<file path="src/rtl/fetch_queue_if.sv">
// Fetch-queue handshake bundle: redirect, instruction-memory request/response and decode-side dequeue.
interface fetch_queue_if #(
    parameter int unsigned INST_W = 16,
    parameter int unsigned ADDR_W = 16,
    parameter int unsigned DEPTH  = 4
);
    logic                         redirect;
    logic [ADDR_W-1:0]            redirect_pc;
    logic                         mem_req;
    logic [ADDR_W-1:0]            mem_addr;
    logic                         mem_rsp_valid;
    logic [INST_W-1:0]            mem_rsp_data;
    logic                         deq_valid;
    logic [INST_W-1:0]            deq_inst;
    logic [ADDR_W-1:0]            deq_pc;
    logic                         deq_ready;
    logic [$clog2(DEPTH+1)-1:0]   count;

    modport master (
        input  redirect, redirect_pc, mem_rsp_valid, mem_rsp_data, deq_ready,
        output mem_req, mem_addr, deq_valid, deq_inst, deq_pc, count
    );

    modport slave (
        output redirect, redirect_pc, mem_rsp_valid, mem_rsp_data, deq_ready,
        input  mem_req, mem_addr, deq_valid, deq_inst, deq_pc, count
    );
endinterface

</file>
<file path="src/rtl/fetch_queue.sv">
// Instruction fetch queue: one outstanding memory request, responses buffered in a DEPTH-entry FIFO.
// Issue stalls while the queue would be full; FETCH_QUEUE_BYPASS_EN forwards a response to deq_* when empty.
module fetch_queue #(
    parameter int unsigned INST_W   = 16,
    parameter int unsigned ADDR_W   = 16,
    parameter int unsigned DEPTH    = 4,
    parameter int unsigned RESET_PC = 0,
    parameter int unsigned PC_INC   = 2
) (
    input logic            clk,
    input logic            rst,
    fetch_queue_if.master  fq
);
    localparam int PTR_W = $clog2(DEPTH);
    localparam int CNT_W = $clog2(DEPTH + 1);

    typedef enum logic [1:0] {IDLE = 2'd0, BUSY = 2'd1, SQUASH = 2'd2} state_t;

    state_t              state_q, state_d;
    logic [ADDR_W-1:0]   fetch_pc_q, fetch_pc_d;
    logic [ADDR_W-1:0]   req_pc_q, req_pc_d;
    logic [PTR_W-1:0]    wr_ptr_q, wr_ptr_d;
    logic [PTR_W-1:0]    rd_ptr_q, rd_ptr_d;
    logic [CNT_W-1:0]    count_q, count_d, count_nr;
    logic [INST_W-1:0]   ent_inst_q [DEPTH];
    logic [ADDR_W-1:0]   ent_pc_q   [DEPTH];

    logic                q_empty, rsp_acc, bypass_vld, bypass_take;
    logic                head_vld, deq_fire, wr_en, rd_adv, issue;
    logic [INST_W-1:0]   head_inst;
    logic [ADDR_W-1:0]   head_pc;

    function automatic logic [PTR_W-1:0] ptr_inc(input logic [PTR_W-1:0] p);
        return (p == PTR_W'(DEPTH - 1)) ? '0 : p + PTR_W'(1);
    endfunction

    always_comb begin
        q_empty = (count_q == '0);
        rsp_acc = (state_q == BUSY) && fq.mem_rsp_valid && !fq.redirect;
`ifdef FETCH_QUEUE_BYPASS_EN
        bypass_vld = q_empty && rsp_acc;
`else
        bypass_vld = 1'b0;
`endif
        head_vld    = !q_empty || bypass_vld;
        head_inst   = q_empty ? fq.mem_rsp_data : ent_inst_q[rd_ptr_q];
        head_pc     = q_empty ? req_pc_q : ent_pc_q[rd_ptr_q];
        deq_fire    = head_vld && fq.deq_ready && !fq.redirect;
        // A bypassed response that is consumed this cycle never touches the storage.
        bypass_take = bypass_vld && deq_fire;
        wr_en       = rsp_acc && !bypass_take;
        rd_adv      = deq_fire && !bypass_take;
        count_nr    = count_q + CNT_W'(wr_en) - CNT_W'(rd_adv);
        issue       = !fq.redirect
                      && ((state_q == IDLE) || ((state_q == BUSY) && fq.mem_rsp_valid))
                      && (count_nr < CNT_W'(DEPTH));
    end

    always_comb begin
        state_d    = state_q;
        fetch_pc_d = fetch_pc_q;
        req_pc_d   = req_pc_q;
        wr_ptr_d   = wr_en  ? ptr_inc(wr_ptr_q) : wr_ptr_q;
        rd_ptr_d   = rd_adv ? ptr_inc(rd_ptr_q) : rd_ptr_q;
        count_d    = count_nr;
        if (issue) begin
            fetch_pc_d = fetch_pc_q + ADDR_W'(PC_INC);
            req_pc_d   = fetch_pc_q;
        end
        case (state_q)
            IDLE:    if (issue) state_d = BUSY;
            BUSY: begin
                if (fq.redirect)           state_d = fq.mem_rsp_valid ? IDLE : SQUASH;
                else if (fq.mem_rsp_valid) state_d = issue ? BUSY : IDLE;
            end
            SQUASH:  if (fq.mem_rsp_valid && !fq.redirect) state_d = IDLE;
            default: state_d = IDLE;
        endcase
        if (fq.redirect) begin
            fetch_pc_d = fq.redirect_pc;
            count_d    = '0;
            wr_ptr_d   = '0;
            rd_ptr_d   = '0;
        end
    end

    always_ff @(posedge clk or posedge rst) begin
        if (rst) begin
            state_q    <= IDLE;
            fetch_pc_q <= ADDR_W'(RESET_PC);
            req_pc_q   <= '0;
            wr_ptr_q   <= '0;
            rd_ptr_q   <= '0;
            count_q    <= '0;
        end else begin
            state_q    <= state_d;
            fetch_pc_q <= fetch_pc_d;
            req_pc_q   <= req_pc_d;
            wr_ptr_q   <= wr_ptr_d;
            rd_ptr_q   <= rd_ptr_d;
            count_q    <= count_d;
        end
    end

    always_ff @(posedge clk) begin
        if (wr_en) begin
            ent_inst_q[wr_ptr_q] <= fq.mem_rsp_data;
            ent_pc_q[wr_ptr_q]   <= req_pc_q;
        end
    end

    // Outputs are gated so reset forces them to zero without waiting for a clock edge.
    assign fq.mem_req   = issue && !rst;
    assign fq.mem_addr  = fq.mem_req ? fetch_pc_q : '0;
    assign fq.deq_valid = head_vld;
    assign fq.deq_inst  = head_vld ? head_inst : '0;
    assign fq.deq_pc    = head_vld ? head_pc : '0;
    assign fq.count     = count_q;
endmodule
</file>
<file path="src/flat_wrapper.sv">
// flat-port wrapper written by rule: the top's interface ports become plain ports
module fetch_queue_flat 
#(
    parameter int unsigned INST_W   = 16,
    parameter int unsigned ADDR_W   = 16,
    parameter int unsigned DEPTH    = 4,
    parameter int unsigned RESET_PC = 0,
    parameter int unsigned PC_INC   = 2
)
  (clk, rst, fq_redirect, fq_redirect_pc, fq_mem_rsp_valid, fq_mem_rsp_data, fq_deq_ready, fq_mem_req, fq_mem_addr, fq_deq_valid, fq_deq_inst, fq_deq_pc, fq_count);
  fetch_queue_if #(.INST_W(INST_W), .ADDR_W(ADDR_W), .DEPTH(DEPTH)) fq_i ();
  input logic clk;
  input logic rst;
  input wire logic [$bits(fq_i.redirect)-1:0] fq_redirect;
  input wire logic [$bits(fq_i.redirect_pc)-1:0] fq_redirect_pc;
  input wire logic [$bits(fq_i.mem_rsp_valid)-1:0] fq_mem_rsp_valid;
  input wire logic [$bits(fq_i.mem_rsp_data)-1:0] fq_mem_rsp_data;
  input wire logic [$bits(fq_i.deq_ready)-1:0] fq_deq_ready;
  output wire logic [$bits(fq_i.mem_req)-1:0] fq_mem_req;
  output wire logic [$bits(fq_i.mem_addr)-1:0] fq_mem_addr;
  output wire logic [$bits(fq_i.deq_valid)-1:0] fq_deq_valid;
  output wire logic [$bits(fq_i.deq_inst)-1:0] fq_deq_inst;
  output wire logic [$bits(fq_i.deq_pc)-1:0] fq_deq_pc;
  output wire logic [$bits(fq_i.count)-1:0] fq_count;
  assign fq_i.redirect = fq_redirect;
  assign fq_i.redirect_pc = fq_redirect_pc;
  assign fq_i.mem_rsp_valid = fq_mem_rsp_valid;
  assign fq_i.mem_rsp_data = fq_mem_rsp_data;
  assign fq_i.deq_ready = fq_deq_ready;
  assign fq_mem_req = fq_i.mem_req;
  assign fq_mem_addr = fq_i.mem_addr;
  assign fq_deq_valid = fq_i.deq_valid;
  assign fq_deq_inst = fq_i.deq_inst;
  assign fq_deq_pc = fq_i.deq_pc;
  assign fq_count = fq_i.count;
  fetch_queue #(.INST_W(INST_W), .ADDR_W(ADDR_W), .DEPTH(DEPTH), .RESET_PC(RESET_PC), .PC_INC(PC_INC)) u_core (.clk(clk), .rst(rst), .fq(fq_i));
endmodule
</file>
<file path="config.mk">
export PLATFORM = sky130hd
export DESIGN_NAME = fetch_queue_flat
export DESIGN_NICKNAME = d
export VERILOG_FILES = /design/src/rtl/fetch_queue_if.sv /design/src/rtl/fetch_queue.sv /design/src/flat_wrapper.sv
export SDC_FILE = /design/constraint.sdc
export NUM_CORES = 1
export LEC_CHECK = 0
export ABC_AREA = 0
export BUFFER_PORTS_ARGS = -buffer_cell sky130_fd_sc_hd__clkbuf_2
export CORE_MARGIN = 3
export CORE_UTILIZATION = 54
export CTS_BUF_LIST = sky130_fd_sc_hd__clkbuf_8
export CTS_CLUSTER_SIZE = 8
export DETAILED_ROUTE_END_ITERATION = 8
export PLACE_DENSITY = 0.77
export SYNTH_ARGS = -nofsm -noshare
export SYNTH_HDL_FRONTEND = slang
export SYNTH_SLANG_ARGS = --single-unit
</file>
<file path="constraint.sdc">
create_clock -name clk -period 3.8 [get_ports clk]
set_input_delay 0.38 -clock clk [delete_from_list [all_inputs] [get_ports clk]]
set_output_delay 0.38 -clock clk [all_outputs]
set_load 0.05 [all_outputs]
</file>
### Word-level counts from Yosys, hierarchy flattened

Memory sizes are Yosys's and may differ from the RTL's.
Index checks and enable logic that the tools add are counted.
Widths: inputs -> output; s select.

| word-level totals | value |
|---|---|
| register bits after elaboration | 41 |
| bits in writable memories | 128 |
| input bits | 37 |
| word-level logic and storage cells | 60 |
| memories | 2 |

Memories:

| name | words | width | read ports | clocked after Yosys merged registers in | wr ports | RTL line | text |
|---|---|---|---|---|---|---|---|
| u_core.ent_inst_q | 4 | 16 | 1 | 0 | 1 | fetch_queue.sv:25 | `logic [INST_W-1:0] ent_inst_q [DEPTH];` |
| u_core.ent_pc_q | 4 | 16 | 1 | 0 | 1 | fetch_queue.sv:26 | `logic [ADDR_W-1:0] ent_pc_q [DEPTH];` |

| operators by class | value |
|---|---|
| add/sub/neg operators | 5 |
| order comparisons | 1 |
| equality and inequality tests | 7 |
| muxes and demuxes | 21 |
| reductions and logical operators | 18 |

Operators by type and width:

| operator | number |
|---|---|
| $mux 16 | 5 |
| $mux 2 | 11 |
| $add 16x2->16 const B | 1 |
| $logic_and 1x1->1 | 8 |
| $eq 2x2->1 const B | 3 |
| $pmux 2 s3 | 1 |
| $reduce_bool 2->1 | 3 |
| $add 2x1->2 const B | 2 |
| $ne 2x1->1 const B | 2 |
| $add 3x1->3 | 1 |
| $logic_not 1->1 | 3 |
| $logic_not 3->1 | 1 |
| $lt 3x3->1 const B | 1 |
| $mux 1 | 3 |
| $mux 3 | 1 |
| $ne 3x3->1 const B | 1 |
| $reduce_and 3->1 | 1 |
| $sub 3x1->3 | 1 |
| $eq 2x1->1 const B | 1 |
| $logic_not 2->1 | 1 |
| $logic_or 1x1->1 | 1 |

### Logic depth before layout (Yosys ltp)

Gate-level depths: netlist of run 1.

| depth | value |
|---|---|
| word-level depth | 11 |
| mapped depth | 15 |

### Worst setup path before layout of run 1

OpenSTA, ideal clock, no wires.

| timing path | value |
|---|---|
| path type | register to output |
| start point | reg u_core.count_q[1] (netlist: u_core.fq.count[1]) |
| end point | out fq_mem_addr[10] |
| data arrival time | 4549 ps |
| required time | 3420 ps |
| setup slack | -1129 ps |
| stages on the path, launching flop included | 14 |
| cell sequence | dfrtp_1 or3_2 clkbuf_1 nand2_1 nor2_1 ha_1 inv_1 ha_1 inv_1 fa_1 xor3_2 or3_1 buf_2 nor4_1 |

| between the ends | value |
|---|---|
| word-level cells in the longest chain between the ends | 9 |

RTL lines:

| item | RTL line | text |
|---|---|---|
| start: declaration | fetch_queue.sv:24 | `logic [CNT_W-1:0] count_q, count_d, count_nr;` |
| start signal: assignment | fetch_queue.sv:101 | `count_q <= count_d;` |
| parallel branches: the longest is 4 deep, another holds $add 3x1->3 | - |  |
| $sub 3x1->3 * | fetch_queue.sv:53 | `count_nr = count_q + CNT_W'(wr_en) - CNT_W'(rd_adv);` |
| $lt 3x3->1 * | fetch_queue.sv:56 | `&& (count_nr < CNT_W'(DEPTH));` |
| $logic_and 1x1->1 * | fetch_queue.sv:56 |  |
| $logic_and 1x1->1 * | fetch_queue.sv:113 | `assign fq.mem_req = issue && !rst;` |
| $mux 16 * | fetch_queue.sv:114 | `assign fq.mem_addr = fq.mem_req ? fetch_pc_q : '0;` |
| end: declaration | flat_wrapper.sv:20 | `output wire logic [$bits(fq_i.mem_addr)-1:0] fq_mem_addr;` |

Every way passes the cells marked *.

### Worst setup path after layout of run 1

| timing path | value |
|---|---|
| start point | reg u_core.count_q[2] (netlist: u_core.fq.count[2]) |
| end point | out fq_mem_addr[9] |

The elaborated chain is that of the path after synthesis.

==> flow_summary.toml, run 1 <==
[floorplanning]
horiz_die_dim_um = 120
die_area_um2 = 14500
core_um2 = 12700
die-height_um = 120
io_pins = 90
starting_utilization_of_the_core_area_pct = 55.6
placementRows = 41

[routing]
drc_errors = 0
wirelength_um = 13400
first_iter_violations = 334
routed_wire_length_per_instance_um = 18.8
num_vias = 3938
dr.pass1.iters = 5
viasPerCell = 5.54
detail-route-antenna-nets = 0

[critical_path]
r2r_cells = 14
critPathLaunch = "u_core.fq.count[2]"
worst_ep_arrival_time_ns = 3.39
setup.worst_path.start_class = "register"
crit_fanout = 6
setup.worst_path.class = "reg2out"
worst_r2r_startpoint = "u_core.fq.count[2]"
critical_path_required_ns = 3.42
worst_setup_path_end_kind = "primary output"

[yosys]
synth_largest_area_cell = "edfxtp_1"
area_fraction_of_the_dominant_cell_type_after_synthesis_pct = 54.6
syn_avg_cell_area_um2 = 16.6
postSynthCellCount = 424
post_synth_edffs = 128
netlist_top_cells_count = "128 x edfxtp_1, 51 x and2_1, 41 x dfrtp_1"
post_synth_num_cell_types = 43
synth.yosys.warnings = 0
synth_ff_type = "edfxtp_1"
post_synth_instance_area_um2 = 7050
synth.area.top_cells = "edfxtp_1 55%, dfrtp_1 15%, mux4_2 10%"
synthMostInstantiatedCell = "edfxtp_1"
yosys_register_bits = 169
synthesized_nets = 470
share_of_async_settable_or_async_resettable_flops_after_synthesis_pct = 24.3
synth.yosys.seq_area_share_pct = 69.1

[run_status]
run_status = "finished clean"

[sta]
slew_headroom_pct = 41.5
setup_viol = 0
fin_skew_ns = 0.0102
hold_viol_final = 0
finalSetupTns_ns = 0
fin_worst_hold_slack_ns = 0.149
worst-slew-pin-transition_ns = 0.878
layout_min_cycle_time_ns = 3.77
maxClockFrequency_mhz = 266
drv_slew = 0
unrepaired_setup_endpoints_after_global_routing = "yes"
timing.final.crit_share_pct = 99.1

[finish]
post_route_cells_drive_above_1_share_pct = 39.3
final_net_count = 572
final.fill_count = 852
antenna_cells_inserted = 0
syn_to_final_growth_pct = 22.3

[global_routing]
globalRouteTotalUtil_pct = 19.8
number_of_antenna_violations_at_the_first_check_in_global_routing = 0
first_global_vias = 4169
grt-ovfl-total = 0
grt_pass1_wl_um = 21800
maximum_number_of_pins_on_one_net_before_global_route_repair = 34

[power]
ir_worst_vdd_v = 0.000392
power.density_nw_per_um2 = 767
leakagePower_uw = 0.00318

[clock_network]
clk_latency_ns = 0.44
numCtsBuffers = 17
cts.reportedPaths.clkPinSlew_ns = 0.08
clock_tree.root_cell = "clkbuf_8"
clock-sinks = 169
cts.path.max_buffers = 2
htreeDepth = 4
tritoncts = "built"

[run]
drv_cap = 0

[placed_design]
gp_congestion = 0.857
portBuffers = 89
hpwl_um = 8850

[worst_hold_path]
whs_path_depth = 3
hold_class = "in2reg"
min_from = "fq_redirect_pc[1]"
==> layout by cell type, fill, tap and decap left out, drive strengths merged, types with 5 or more instances in the layout <==
cell,instances
and2,52
buf,31
clkbuf,95
clkinv,5
dfrtp,41
edfxtp,128
ha,8
inv,14
mux2,17
mux4,32
nand2,17
nand3,10
nand4,6
nor2,13
nor4,7
o21ai,6
or3,5
==> cell type report <==
cell class | count | area [µm²] | share of cell area [%]
Sequential cell | 169 | 4870 | 56.6
Multi-Input combinational cell | 219 | 2200 | 25.5
Timing Repair Buffer | 107 | 845 | 9.80
Clock buffer | 19 | 262 | 3.03
Tap cell | 172 | 215 | 2.50
Clock inverter | 13 | 178 | 2.06
Inverter | 12 | 47.5 | 0.552
==> metal layers <==
metal	global-route usage, %	up-vias	wire (µm)
li1	-	1822	-
met1	26.4	1990	5730
met2	32.8	115	6860
met3	4.91	11	676
met4	5.95	0	103
met5	0	-	0
==> state kept, by name, indices dropped and copies added (netlist names) <==
register	flops
u_core.fetch_pc_q	16
u_core.wr_ptr_q	2
u_core.state_q	2
u_core.fq.count	3
u_core.rd_ptr_q	2
u_core.ent_inst_q	64
u_core.req_pc_q	16
u_core.ent_pc_q	64
==> path summary, 6_finish.rpt <==
kind                                         end  slack [ns]
setup / recovery                  fq_mem_addr[9]        0.03
hold / removal              u_core.fetch_pc_q[1]        0.15
setup reg to reg           u_core.fetch_pc_q[15]        0.28
hold reg to reg            u_core.ent_pc_q[3][6]        0.52
max in group asynchronous     u_core.rd_ptr_q[0]        2.86
min in group asynchronous   u_core.fetch_pc_q[4]        0.26
==> metrics by stage <==
step | cells | cell area (µm²) | power [µW] | setup WS [ns] | util (%)
final | 711 | 8620 | 6610 | 0.0341 | 68.0
after global routing | 711 | 8620 | 6930 | -0.114 | 68.0
after CTS | 710 | 8580 | 6620 | -0.102 | 67.7
after detailed placement | 675 | 8040 | 5210 | 0.254 | 63.4
after global placement | 675 | 8040 | 5130 | 0.327 | 63.4
after floorplan | 424 | 7190 | 4520 | 0.0382 | -
==> where the power goes <==
part,switching (µW),total (µW),leakage [µW],internal (µW)
combinational,1720,2720,0.00130,1000
sequential,236,2530,0.00165,2290
clock,609,1360,0.000222,747
total,2570,6610,0.00318,4040
==> critical path: stages (launching register included) <==
cell and delay [ns]:
dfrtp_2 0.41, or3_4 0.40, nand2_4 0.08, nor2_2 0.05, ha_4 0.23, inv_4 0.06
ha_4 0.12, inv_2 0.03, fa_2 0.33, xor3_2 0.24, or3_4 0.37, nor3_4 0.17
buf_6 0.16, and2_4 0.17, buf_12 0.13
==> cell families (layout without fill, tap and decap cells) <==
logic type | after synthesis | in the layout | share of synthesized area (%)
AOI/OAI and AO/OA | 24 | 24 | 2.33
xor gates and xnor gates | 5 | 5 | 0.852
adders and majority gates | 9 | 9 | 1.70
buffers and inverters | 36 | 151 | 2.06
DFF | 169 | 169 | 69.1
muxes | 52 | 52 | 13.4
and+or+nand+nor | 129 | 129 | 10.6
==> timing repair <==
item,4_1_cts,5_1_grt
setup endpoints to repair,16,17
hold buffers,0,0
resized for setup,15,8
setup buffers,3,1
Note: power is estimated with default switching activity, not from simulation.
==> run 2: changes to the inputs <==
SKIP_LAST_GASP = 1   (was default)
clock period = 3.3 ns   (was 3.8 ns; I/O delays follow)
==> run 2 against run 1 <==
The run now ends with negative setup slack left; wire length is 6.4% higher; hold slack worse by 0.047 ns; final cell count is 1.1% higher; first-iteration DRC count is 13% lower; die area stayed put; core utilization is 0.91 points higher; clock-buffer cell count is 2 lower; combinational power is 26% higher; global-route usage is 1.3 points higher; critical path type unchanged; largest power group unchanged.
==> flow_summary.toml, run 2 (same netlist as run 1, synthesis figures left out) <==
[critical_path]
worst_path_largest_cell_delay_ns = 0.41
critPathMostFrequentCell = "or3_4"
critical_path.n_buffers_inverters = 4
worst_setup_path_end_kind = "primary output"
critical_path.top_delay_family = "simple AND/OR/NAND/NOR gates"
worst_ep_arrival_time_ns = 3.52
crit_path_top_delay_cell = "dfrtp_2"
r2r_cells = 14
setup.worst_path.start_class = "register"
setup.worst_path.class = "reg2out"
worst-path-stages = 14
crit_fanout = 6
critical_path_required_ns = 2.97
cp_cell_instances = "or3_4 > nand2_4 > nor2_2 > ha_1 > inv_1 > ha_2 > inv_2 > fa_2 > xor3_2 > or3_4 > nor3_4 > buf_6 > and2_2 > buf_12"

[sta]
drv_slew = 0
layout_min_cycle_time_ns = 3.85
slew_headroom_pct = 39.2
fin_skew_ns = 0.0110
fin_worst_hold_slack_ns = 0.101
setup_viol = 37
timing.final.crit_share_pct = 117
hold_viol_final = 0
post-route-worst-setup-slack_ns = -0.547
finalSetupTns_ns = -9.78
worst-slew-pin-transition_ns = 0.912
unrepaired_setup_endpoints_after_global_routing = "yes"
maxClockFrequency_mhz = 260

[global_routing]
maximum_number_of_pins_on_one_net_before_global_route_repair = 34
grt_pass1_wl_um = 23000
grt-ovfl-total = 0
first_global_vias = 4349
number_of_antenna_violations_at_the_first_check_in_global_routing = 0
globalRouteTotalUtil_pct = 21.1

[routing]
detail-route-antenna-nets = 0
wirelength_um = 14200
drc_errors = 0
met2_length_um = 7520
top_layer = "met4"
first_iter_violations = 291
met1Wirelength_um = 5690
num_vias = 4062
routed_wire_length_per_instance_um = 19.8
dr.pass1.iters = 5
met3RoutedLength_um = 720
viasPerCell = 5.65

[power]
leakagePower_uw = 0.00327
post-layout-total-power_uw = 7780
power.density_nw_per_um2 = 891
ir_worst_vdd_v = 0.000509

[clock_network]
htreeDepth = 4
clk_latency_ns = 0.44
cts.path.max_buffers = 2
ctsHoldBuffers = 0
numCtsBuffers = 17
clock_tree.root_cell = "clkbuf_8"
cts.reportedPaths.clkPinSlew_ns = 0.08
clock-sinks = 169
tritoncts = "built"

[floorplanning]
core_um2 = 12700
io_pins = 90
horiz_die_dim_um = 120
placementRows = 41
die_area_um2 = 14500
die-height_um = 120
starting_utilization_of_the_core_area_pct = 55.6

[run_status]
run_status = "finished, violations left"
violations = "negative setup slack"

[finish]
layout.cell_area.non_filler_um2 = 8730
final_net_count = 580
largest_registers = "u_core.ent_inst_q: 64 flops, u_core.ent_pc_q: 64 flops"
layout.cells.most_common = "edfxtp_1"
most-common-layout-cells = "128 x edfxtp_1, 72 x clkbuf_2, 37 x dfrtp_1, 36 x and2_1, 32 x mux4_2"
post_route_cells_drive_above_1_share_pct = 42.0
syn_to_final_growth_pct = 23.9
final.fill_count = 849
antenna_cells_inserted = 0

[run]
drv_cap = 0

[placed_design]
gp_congestion = 0.826
hpwl_um = 9080
portBuffers = 89
place_area_um2 = 8220

[worst_hold_path]
hold_class = "in2reg"
whs_path_depth = 3
run 2: changes by cell type in the layout (fill, tap and decap cells not counted), moves of 4 or more:
| cell | before | now |
|---|---|---|
| clkbuf_8 | 21 | 17 |
| buf_12 | 13 | 18 |
| mux2_4 | 0 | 15 |
| buf_4 | 15 | 19 |
| mux2_1 | 11 | 1 |
| mux2_2 | 6 | 1 |
run 2: stage by stage:
step           util, %  setup WS [ns]  instances
5_1_grt           68.9         -0.713        719
6_report          68.9         -0.547        719
2_1_floorplan        -         -0.420        424
4_1_cts           68.6         -0.557        717
3_3_place_gp      64.9        -0.0569        682
3_5_place_dp      64.9         -0.113        682
run 2: layer usage:
metal | global-route usage [%] | up-vias
li1 | - | 1840
met1 | 26.8 | 2072
met2 | 35.6 | 129
met3 | 4.96 | 21
met4 | 8.57 | 0
met5 | 0 | -
run 2: path summary, 6_finish.rpt:
path,startpoint,endpoint,slack [ns]
worst min register to register,u_core.req_pc_q[0],u_core.ent_pc_q[0][0],0.52
worst max register to register,u_core.fq.count[2],u_core.req_pc_q[0],-0.10
max in group asynchronous,rst,u_core.fetch_pc_q[9],2.24
worst max-delay path,u_core.fq.count[2],fq_mem_addr[15],-0.55
worst min-delay path,fq_redirect_pc[2],u_core.fetch_pc_q[2],0.10
min in group asynchronous,rst,u_core.state_q[1],0.26
run 2: layout make-up:
| cell class | count | area [µm²] | area share [%] |
|---|---|---|---|
| multi-input combinational | 219 | 2250 | 25.8 |
| clock inverter | 15 | 161 | 1.85 |
| tap | 172 | 215 | 2.46 |
| timing repair buffer | 115 | 947 | 10.8 |
| sequential | 169 | 4870 | 55.8 |
| inverter | 12 | 45.0 | 0.516 |
| clock buffer | 17 | 234 | 2.68 |
run 2: worst min-delay path, delay by kind of cell:
| kind | cells | cell delay [ns] |
|---|---|---|
| buffers and inverters | 1 | 0.07 |
| and+or+nand+nor | 1 | 0.04 |
| AOI/OAI and AO/OA | 1 | 0.06 |
run 2: power breakdown:
| part | internal [µW] | switching [µW] |
|---|---|---|
| sequential | 2640 | 267 |
| clock | 735 | 696 |
| combinational | 1400 | 2050 |
run 2: repair_timing:
item | 4_1_cts | 5_1_grt
pin swaps | 1 | 9
resized for setup | 7 | 8
gates cloned | 1 | 0
setup buffers | 2 | 2
endpoints found under the setup margin | 35 | 38
